==> src/rtl/dcache_wb_if.sv <==
// Bundle of CPU-side and memory-side signals of the direct-mapped write-back data cache.
// The slave modport is the cache's view; the master modport is the CPU/memory environment's view.
interface dcache_wb_if;
  logic         proc_read;
  logic         proc_write;
  logic [29:0]  proc_addr;
  logic [31:0]  proc_wdata;
  logic         proc_stall;
  logic [31:0]  proc_rdata;
  logic         mem_read;
  logic         mem_write;
  logic [27:0]  mem_addr;
  logic [127:0] mem_wdata;
  logic [127:0] mem_rdata;
  logic         mem_ready;

  modport slave (
    input  proc_read, proc_write, proc_addr, proc_wdata, mem_rdata, mem_ready,
    output proc_stall, proc_rdata, mem_read, mem_write, mem_addr, mem_wdata
  );

  modport master (
    output proc_read, proc_write, proc_addr, proc_wdata, mem_rdata, mem_ready,
    input  proc_stall, proc_rdata, mem_read, mem_write, mem_addr, mem_wdata
  );
endinterface

==> src/rtl/dcache_wb.sv <==
// Direct-mapped, write-back, write-allocate data cache: 8 lines x 4 words x 32 bits.
// Define DCACHE_PERF_CNT_EN to add saturating hit_cnt/miss_cnt outputs.
module dcache_wb (
  input  logic        clk,
  input  logic        rst_n,
  dcache_wb_if.slave  bus
`ifdef DCACHE_PERF_CNT_EN
  ,
  output logic [31:0] hit_cnt,
  output logic [31:0] miss_cnt
`endif
);

  localparam logic [1:0] S_IDLE  = 2'd0;
  localparam logic [1:0] S_WB    = 2'd1;
  localparam logic [1:0] S_ALLOC = 2'd2;

  logic [1:0]   state_q, state_d;
  logic [7:0]   valid_q, dirty_q;
  logic [24:0]  tag_q  [8];
  logic [127:0] data_q [8];

  logic [1:0]   off;
  logic [2:0]   idx;
  logic [24:0]  tag;
  logic         req, hit, fill, wr_hit;
  logic [127:0] line_data;
  logic [127:0] merged_line;

  assign off = bus.proc_addr[1:0];
  assign idx = bus.proc_addr[4:2];
  assign tag = bus.proc_addr[29:5];

  // A simultaneous read+write is handled as a write because only proc_write gates the update.
  assign req       = bus.proc_read | bus.proc_write;
  assign line_data = data_q[idx];
  assign hit       = req & valid_q[idx] & (tag_q[idx] == tag);
  assign fill      = (state_q == S_ALLOC) & bus.mem_ready;
  assign wr_hit    = (state_q == S_IDLE) & hit & bus.proc_write;

  genvar gi;
  generate
    for (gi = 0; gi < 4; gi++) begin : g_merge
      assign merged_line[32*gi +: 32] = (off == 2'(gi)) ? bus.proc_wdata
                                                         : line_data[32*gi +: 32];
    end
  endgenerate

  always_comb begin
    state_d = state_q;
    case (state_q)
      S_IDLE: begin
        if (req && !hit)
          state_d = (valid_q[idx] && dirty_q[idx]) ? S_WB : S_ALLOC;
      end
      S_WB: begin
        if (bus.mem_ready)
          state_d = S_ALLOC;
      end
      S_ALLOC: begin
        if (bus.mem_ready)
          state_d = S_IDLE;
      end
      default: state_d = S_IDLE;
    endcase
  end

  // Only control state is reset; tag/data are qualified by valid and need no reset.
  always_ff @(posedge clk or negedge rst_n) begin
    if (!rst_n) begin
      state_q <= S_IDLE;
      valid_q <= '0;
      dirty_q <= '0;
    end else begin
      state_q <= state_d;
      if (fill) begin
        valid_q[idx] <= 1'b1;
        dirty_q[idx] <= 1'b0;
      end else if (wr_hit) begin
        dirty_q[idx] <= 1'b1;
      end
    end
  end

  always_ff @(posedge clk) begin
    if (fill) begin
      tag_q[idx]  <= tag;
      data_q[idx] <= bus.mem_rdata;
    end else if (wr_hit) begin
      data_q[idx] <= merged_line;
    end
  end

  assign bus.mem_write  = (state_q == S_WB);
  assign bus.mem_read   = (state_q == S_ALLOC);
  assign bus.mem_addr   = (state_q == S_WB) ? {tag_q[idx], idx} : {tag, idx};
  assign bus.mem_wdata  = line_data;
  assign bus.proc_stall = (state_q == S_IDLE) ? (req & ~hit) : 1'b1;
  assign bus.proc_rdata = line_data[{off, 5'b0} +: 32];

`ifdef DCACHE_PERF_CNT_EN
  logic [31:0] hit_cnt_q, miss_cnt_q;
  logic        retry_q;

  // retry_q marks the first IDLE cycle after a fill, whose hit is the replayed miss.
  always_ff @(posedge clk or negedge rst_n) begin
    if (!rst_n) begin
      hit_cnt_q  <= '0;
      miss_cnt_q <= '0;
      retry_q    <= 1'b0;
    end else begin
      retry_q <= fill;
      if ((state_q == S_IDLE) && req && !hit && (miss_cnt_q != 32'hFFFF_FFFF))
        miss_cnt_q <= miss_cnt_q + 32'd1;
      if ((state_q == S_IDLE) && hit && !retry_q && (hit_cnt_q != 32'hFFFF_FFFF))
        hit_cnt_q <= hit_cnt_q + 32'd1;
    end
  end

  assign hit_cnt  = hit_cnt_q;
  assign miss_cnt = miss_cnt_q;
`endif

endmodule

==> src/flat_wrapper.sv <==
// flat-port wrapper written by rule: the top's interface ports become plain ports
module dcache_wb_flat 
  (clk, rst_n, bus_proc_read, bus_proc_write, bus_proc_addr, bus_proc_wdata, bus_mem_rdata, bus_mem_ready, bus_proc_stall, bus_proc_rdata, bus_mem_read, bus_mem_write, bus_mem_addr, bus_mem_wdata);
  dcache_wb_if bus_i ();
  input  logic clk;
  input  logic rst_n;
  input wire logic [$bits(bus_i.proc_read)-1:0] bus_proc_read;
  input wire logic [$bits(bus_i.proc_write)-1:0] bus_proc_write;
  input wire logic [$bits(bus_i.proc_addr)-1:0] bus_proc_addr;
  input wire logic [$bits(bus_i.proc_wdata)-1:0] bus_proc_wdata;
  input wire logic [$bits(bus_i.mem_rdata)-1:0] bus_mem_rdata;
  input wire logic [$bits(bus_i.mem_ready)-1:0] bus_mem_ready;
  output wire logic [$bits(bus_i.proc_stall)-1:0] bus_proc_stall;
  output wire logic [$bits(bus_i.proc_rdata)-1:0] bus_proc_rdata;
  output wire logic [$bits(bus_i.mem_read)-1:0] bus_mem_read;
  output wire logic [$bits(bus_i.mem_write)-1:0] bus_mem_write;
  output wire logic [$bits(bus_i.mem_addr)-1:0] bus_mem_addr;
  output wire logic [$bits(bus_i.mem_wdata)-1:0] bus_mem_wdata;
  assign bus_i.proc_read = bus_proc_read;
  assign bus_i.proc_write = bus_proc_write;
  assign bus_i.proc_addr = bus_proc_addr;
  assign bus_i.proc_wdata = bus_proc_wdata;
  assign bus_i.mem_rdata = bus_mem_rdata;
  assign bus_i.mem_ready = bus_mem_ready;
  assign bus_proc_stall = bus_i.proc_stall;
  assign bus_proc_rdata = bus_i.proc_rdata;
  assign bus_mem_read = bus_i.mem_read;
  assign bus_mem_write = bus_i.mem_write;
  assign bus_mem_addr = bus_i.mem_addr;
  assign bus_mem_wdata = bus_i.mem_wdata;
  dcache_wb u_core (.clk(clk), .rst_n(rst_n), .bus(bus_i));
endmodule
==> config.mk <==
export PLATFORM = sky130hd
export DESIGN_NAME = dcache_wb_flat
export DESIGN_NICKNAME = d
export VERILOG_FILES = /design/src/rtl/dcache_wb_if.sv /design/src/rtl/dcache_wb.sv /design/src/flat_wrapper.sv
export SDC_FILE = /design/constraint.sdc
export NUM_CORES = 1
export LEC_CHECK = 0
export CORE_MARGIN = 10
export CORE_UTILIZATION = 35
export CTS_BUF_LIST = sky130_fd_sc_hd__clkbuf_8
export DETAILED_ROUTE_END_ITERATION = 8
export HOLD_SLACK_MARGIN = 0.15
export PLACE_DENSITY = 0.49
export REMOVE_ABC_BUFFERS = 1
export SLEW_MARGIN = 10
export SYNTH_ARGS = -nofsm -noshare
export SYNTH_HDL_FRONTEND = slang
export SYNTH_SLANG_ARGS = --single-unit
==> constraint.sdc <==
create_clock -name clk -period 11.04 [get_ports clk]
set_input_delay 2.208 -clock clk [delete_from_list [all_inputs] [get_ports clk]]
set_output_delay 2.208 -clock clk [all_outputs]
set_load 0.02 [all_outputs]
==> metrics.yaml, run 1 <==
outcome: "finished clean"
firstDrtPassIters: 6
drc: 0
r2r_end: "u_core.data_q[5][101]"
peakVddDrop_uv: 84.1
io_pins: 386
clock_sinks: 1242
reg2reg_from: "u_core.tag_q[5][23]"
track_usage_pct: 19.0
rsz0062_at_grt: "false"
finalSetupTns_ns: 0
die-area_sq_um: 155000
totalWireLength_mm: 152
worstPathMaxFanout: 28
seq_area_frac_synth_pct: 75.9
clock_latency_ns: 0.93
drt_iter0_markers: 2304
synth-seq-cells: 1242
fin_crit_sh_pct: 77.6
fmax_ghz: 0.117
syn_avg_cell_area_sq_um: 18.2
drive_gt1_share_pct: 18.8
fp.dieW_microns: 394
internal_power_uw: 7480
min_to: "u_core.valid_q[0]"
yosys_warnings: 0
syn_to_final_growth_pct: 20.0
reg2reg_depth: 10
switchingPower_uw: 2420
finalWorstSetupSlack_ns: 2.47
routed_via_density: 5.48
synthTopCellsByCount: "edfxtp_1, a22oi_1, mux2_2"
setup_viol: 0
cts_inserted_buffers: 201
clkPwrFrac_pct: 36.8
worst-slew-pin-transition_ns: 1.18
cts_root_buf: "clkbuf_8"
cp-end-kind: "output port"
core_area_sq_um: 139000
synth_edf_count: 1224
synth_top_flop_cell: "edfxtp_1"
worstSetupStartpointType: "input port"
async_reset_ff_share_pct: 1.45
post_cts_resized: 0
worstHoldPathCells: 1
dp_hpwl_mm: 82.2
antenna_found_initial: 10
synth_top_area_share_pct: 75.0
total_power_uw: 9910
grt-ovfl-total: 0
cts_hold_buf: 0
hold_path_startpoint: "u_core.valid_q[0]"
clk_pin_slew_worst_paths_ns: 0.05
synth_area_sq_um: 49000
ff2ff_setup_slack_ns: 5.54
finalCriticalPeriod_ns: 8.57
grt_pass1_wl_mm: 217
fp.dieH_microns: 394
cts_tree: "done"
grt_pass1_vias: 30100
holdWs_ns: 0.469
crit_type: "in -> out"
hold_violations: 0
required_ns: 8.83
htreeDepth: 4
portBuffers: 385
p_leak_uw: 0.0187
place_congestion: 0.760
nNetsFinal: 3331
dp_slack_ns: 2.46
ant_nets: 0
num_rows: 137
wire_per_inst_microns: 29.4
p_seq_share_pct: 53.4
hold_class: "reg -> reg"
via_count: 28400
slew_headroom_pct: 21.5
syn_inst: 2686
p_per_area_nw_per_um2: 168
finClkSkew_ns: 0.0820
start_util_pct: 35.2
swShare_pct: 24.5
synth.most_common_cell: "edfxtp_1"
cp.arrival_ns: 6.36
ys_types: 50
comb_power_share_pct: 9.7
finalMaxSlewViolations: 0
grt_max_degree: 130
ys_top_cells_by_area: "edfxtp_1, a22oi_1, mux2_2, mux4_2, nand4_1"
maxCapViolCount: 0
cts_buffer_depth: 3
cts_setup_buffers: 0
yosys.area.top_type: "edfxtp_1"
cells in the final DEF, fill, tap and decap left out, types with 36 or more instances in the layout:
master and instances:
edfxtp_1 1224, a22oi_1 465, clkdlybuf4s50_1 381, mux2_2 221
clkbuf_8 202, nand4_1 101, mux4_2 62, clkinv_1 62
inv_1 59, mux2i_1 46, mux2_1 45, nand2_1 38
nand3_1 37, a22o_1 36
layer usage:
layer	part of all wire, %	wire [microns]	global-route usage (%)	vias up
met3	7.4	11200	5.27	199
met5	0.022	34	0	-
met2	48	73000	31.0	1043
met4	1.8	2720	4.40	6
li1	-	-	-	12200
met1	43	65100	25.0	14900
logic make-up (layout without fill, tap and decap cells):
kind of cell              after synthesis  in the layout  synth area share (%)
AOI/OAI and AO/OA                     604            604                  9.20
and+or+nand+nor                       258            258                  2.97
buffers and inverters                 188            799                  1.64
muxes                                 374            374                  9.90
other                                   0              5                     0
xor gates and xnor gates               20             20                 0.357
DFF                                  1242           1242                  75.9
worst max path at each step:
stage	start	to	slack (ns)	depth (start not counted)
5_1_grt	bus_proc_addr[3]	bus_proc_stall	2.10	10
3_3_place_gp	bus_proc_addr[3]	bus_proc_stall	2.32	10
4_1_cts	bus_proc_addr[3]	bus_proc_stall	2.46	10
2_1_floorplan	bus_proc_addr[4]	u_core.data_q[0][0]	-10.07	7
6_report	bus_proc_addr[4]	bus_proc_rdata[25]	2.47	8
3_5_place_dp	bus_proc_addr[3]	bus_proc_stall	2.46	10
power by group through the flow:
| stage | clock network, uW | registers [uW] | logic, uW |
|---|---|---|---|
| 2_1_floorplan | 0 | 5400 | 462 |
| 3_5_place_dp | 0 | 5390 | 975 |
| 5_1_grt | 3970 | 5290 | 1030 |
| 4_1_cts | 3740 | 5290 | 981 |
| 6_report | 3650 | 5290 | 965 |
| 3_3_place_gp | 0 | 5380 | 968 |
state kept, by name (all words and copies together), names as in the netlist, named ones only:
signal / count
u_core.state_q: 2
u_core.valid_q: 8
u_core.tag_q: 200
u_core.data_q: 1024
layout make-up:
class                      count  area, sq um
fill                       12300        80500
sequential                  1242        37200
multi-input combinational   1256        11200
timing repair buffer         433         4390
clock buffer                 202         2780
tap                         1876         2350
clock inverter               162          882
antenna                        5         12.5
inverter                       2         7.51
worst max-delay path: stages:
cell	delay (ns)
clkdlybuf4s50_1	0.74
and2_1	0.59
nor2b_4	0.79
buf_4	0.56
a22oi_1	0.17
nand4_1	0.35
mux4_2	0.31
clkdlybuf4s50_1	0.61
metrics by stage:
stage	area, sq um	util [%]	std cells
2_1_floorplan	48200	-	2500
3_5_place_dp	55100	39.6	4809
5_1_grt	58800	42.2	5177
4_1_cts	58800	42.2	5173
3_3_place_gp	55100	39.6	4809
6_report	58800	42.2	5178
Power figures use the tool's default switching activity.
==> run 2, diff against run 1 <==
Clock period 11.04 ns to 7.9 ns, I/O delays scaled along.
==> run 2 against run 1 <==
First-iteration DRC count is 0.78% lower. Worst hold slack worse by 0.0027 ns. Combinational power is 42% higher. Die area is the same. Worst setup slack worse by 1.7 ns.
==> metrics.yaml, run 2 (synthesized netlist as in run 1, its figures left out) <==
finClkSkew_ns: 0.0631  # -0.0189 ns
finalMaxSlewViolations: 0  # unchanged
top_regs: "u_core.data_q: 1024 flops, u_core.tag_q: 200 flops, u_core.valid_q: 8 flops"
placed_area_sq_um: 55600  # +0.75%
crit_type: "in -> out"
fillers: 12200  # -0.99%
endpoint: "bus_proc_stall"
drc: 0  # unchanged
multi_input_area_sq_um: 11200  # unchanged
clkPwrFrac_pct: 37.4  # +0.6 points
required_ns: 6.32  # -2.51 ns
grt_pass1_vias: 30100  # -0.020%
cts_setup_buffers: 0  # unchanged
worstHoldPathCells: 1  # unchanged
grt-ovfl-total: 0  # unchanged
drive_gt1_share_pct: 19.8  # +1.0 points
layout_commonest_cell: "edfxtp_1"
p_seq_share_pct: 52.8  # -0.6 points
largest_register_ffs: 1024  # unchanged
fin_crit_sh_pct: 90.3
core_area_sq_um: 139000  # unchanged
num_rows: 137  # unchanged
ff2ff_setup_slack_ns: 3.25  # -2.29 ns
worstSetupStartpointType: "input port"
die-area_sq_um: 155000  # unchanged
hold_class: "reg -> reg"
io_pins: 386  # unchanged
comb_power_share_pct: 9.8  # about the same
nNetsFinal: 3357  # +0.78%
cp-end-kind: "output port"
dp_hpwl_mm: 84.2  # +2.4%
portBuffers: 385  # unchanged
track_usage_pct: 19.2  # +0.25 points
internal_power_uw: 10600  # +41%
maxCapViolCount: 0  # unchanged
wire_per_inst_microns: 29.5  # +0.58%
place_congestion: 0.735  # -3.2%
via_count: 28400  # +0.16%
outcome: "finished clean"
fmax_ghz: 0.140
crit_start: "bus_proc_addr[2]"
swShare_pct: 24.5  # about the same
design_area_sq_um: 59400  # +0.94%
htreeDepth: 4  # unchanged
path_cells: "buf_2, mux2_1, mux4_2, or4_1, a222oi_1, nand4_1, nor4_1, buf_4, o21ai_0, clkdlybuf4s50_1"
ant_nets: 0  # unchanged
totalWireLength_mm: 154  # +1.3%
reg2reg_depth: 10  # unchanged
regArea_sq_um: 37200  # unchanged
firstDrtPassIters: 6  # unchanged
clock_sinks: 1242  # unchanged
crit_path_max_incr_delay_ns: 0.60  # -0.19 ns
rsz0062_at_grt: "false"
slew_headroom_pct: 22.2  # +0.69 points
peakVddDrop_uv: 126  # +50%
cts_hold_buf: 0  # unchanged
crit_family: "buffers and inverters"
hold_violations: 0  # unchanged
syn_to_final_growth_pct: 21.2
routed_via_density: 5.45  # -0.54%
post_cts_resized: 0  # unchanged
drt_iter0_markers: 2286  # -0.78%
cts_tree: "done"
critical_path_depth: 10  # +2
reg2reg_from: "u_core.tag_q[4][23]"
grt_pass1_wl_mm: 218  # +0.75%
fp.dieW_microns: 394  # unchanged
cts_buffer_depth: 3  # unchanged
cts_root_buf: "clkbuf_8"
worst-slew-pin-transition_ns: 1.16  # -0.0103 ns
setup_viol: 0  # unchanged
switchingPower_uw: 3430  # +41%
finalSetupTns_ns: 0  # unchanged
start_util_pct: 35.2  # unchanged
fp.dieH_microns: 394  # unchanged
clock_latency_ns: 0.94  # about the same
final_cell_mix: "edfxtp_1, a22oi_1, clkdlybuf4s50_1"
worstPathMaxFanout: 29  # +3.6%
p_per_area_nw_per_um2: 236  # +40%
finalCriticalPeriod_ns: 7.13
cts_inserted_buffers: 203  # +1.0%
r2r_end: "u_core.data_q[6][83]"
clk_pin_slew_worst_paths_ns: 0.05  # about the same
hold_path_startpoint: "u_core.valid_q[7]"
antenna_found_initial: 9  # -1
max_flop_register: "u_core.data_q"
cp_slowest_cell: "clkdlybuf4s50_1"
grt_max_degree: 130  # unchanged
worst-path-buf-inv: 3  # unchanged
cp.arrival_ns: 5.55  # -0.81 ns
p_leak_uw: 0.0190  # +1.6%
[run 2: cell type report]
class / count / area share [%]
antenna: 6 / 0.0253
clock buffer: 208 / 4.82
clock inverter: 167 / 1.57
inverter: 2 / 0.0126
multi-input combinational: 1256 / 18.9
sequential: 1242 / 62.7
tap: 1876 / 3.95
timing repair buffer: 457 / 8.08
[run 2: how the worst min path moves through the flow]
| stage | slack (ns) | endpoint |
|---|---|---|
| finish | 0.47 | u_core.valid_q[7] |
| global route | 0.48 | u_core.valid_q[7] |
| CTS | 0.46 | u_core.valid_q[7] |
| detailed placement | 0.45 | u_core.valid_q[7] |
| global placement | 0.45 | u_core.valid_q[2] |
| floorplan | 0.43 | u_core.valid_q[2] |
[run 2: power by group through the flow]
| stage | logic [uW] | clock network [uW] | registers [uW] |
|---|---|---|---|
| global placement | 1380 | 0 | 7520 |
| floorplan | 646 | 0 | 7550 |
| finish | 1370 | 5240 | 7390 |
| CTS | 1390 | 5370 | 7390 |
| detailed placement | 1380 | 0 | 7530 |
| global route | 1460 | 5680 | 7400 |
[run 2: layer usage]
metal  share of wire, %  vias up  GRT usage, %  routed length, microns
li1                   -    12300             -                       -
met1                 42    14800          25.1                   64400
met2                 48     1128          31.0                   73200
met3                8.2      232          5.62                   12600
met4                2.5        6          5.58                    3780
met5              0.023        -             0                      35
[run 2: through the flow]
stage,power [uW],setup WS (ns),instances,util (%),hold slack [ns]
floorplan,8190,-12.58,2500,-,0.434
global placement,8900,0.567,4833,39.9,0.446
detailed placement,8910,0.632,4833,39.9,0.452
CTS,14200,0.594,5208,42.6,0.465
global route,14500,0.467,5209,42.6,0.477
finish,14000,0.769,5214,42.6,0.467
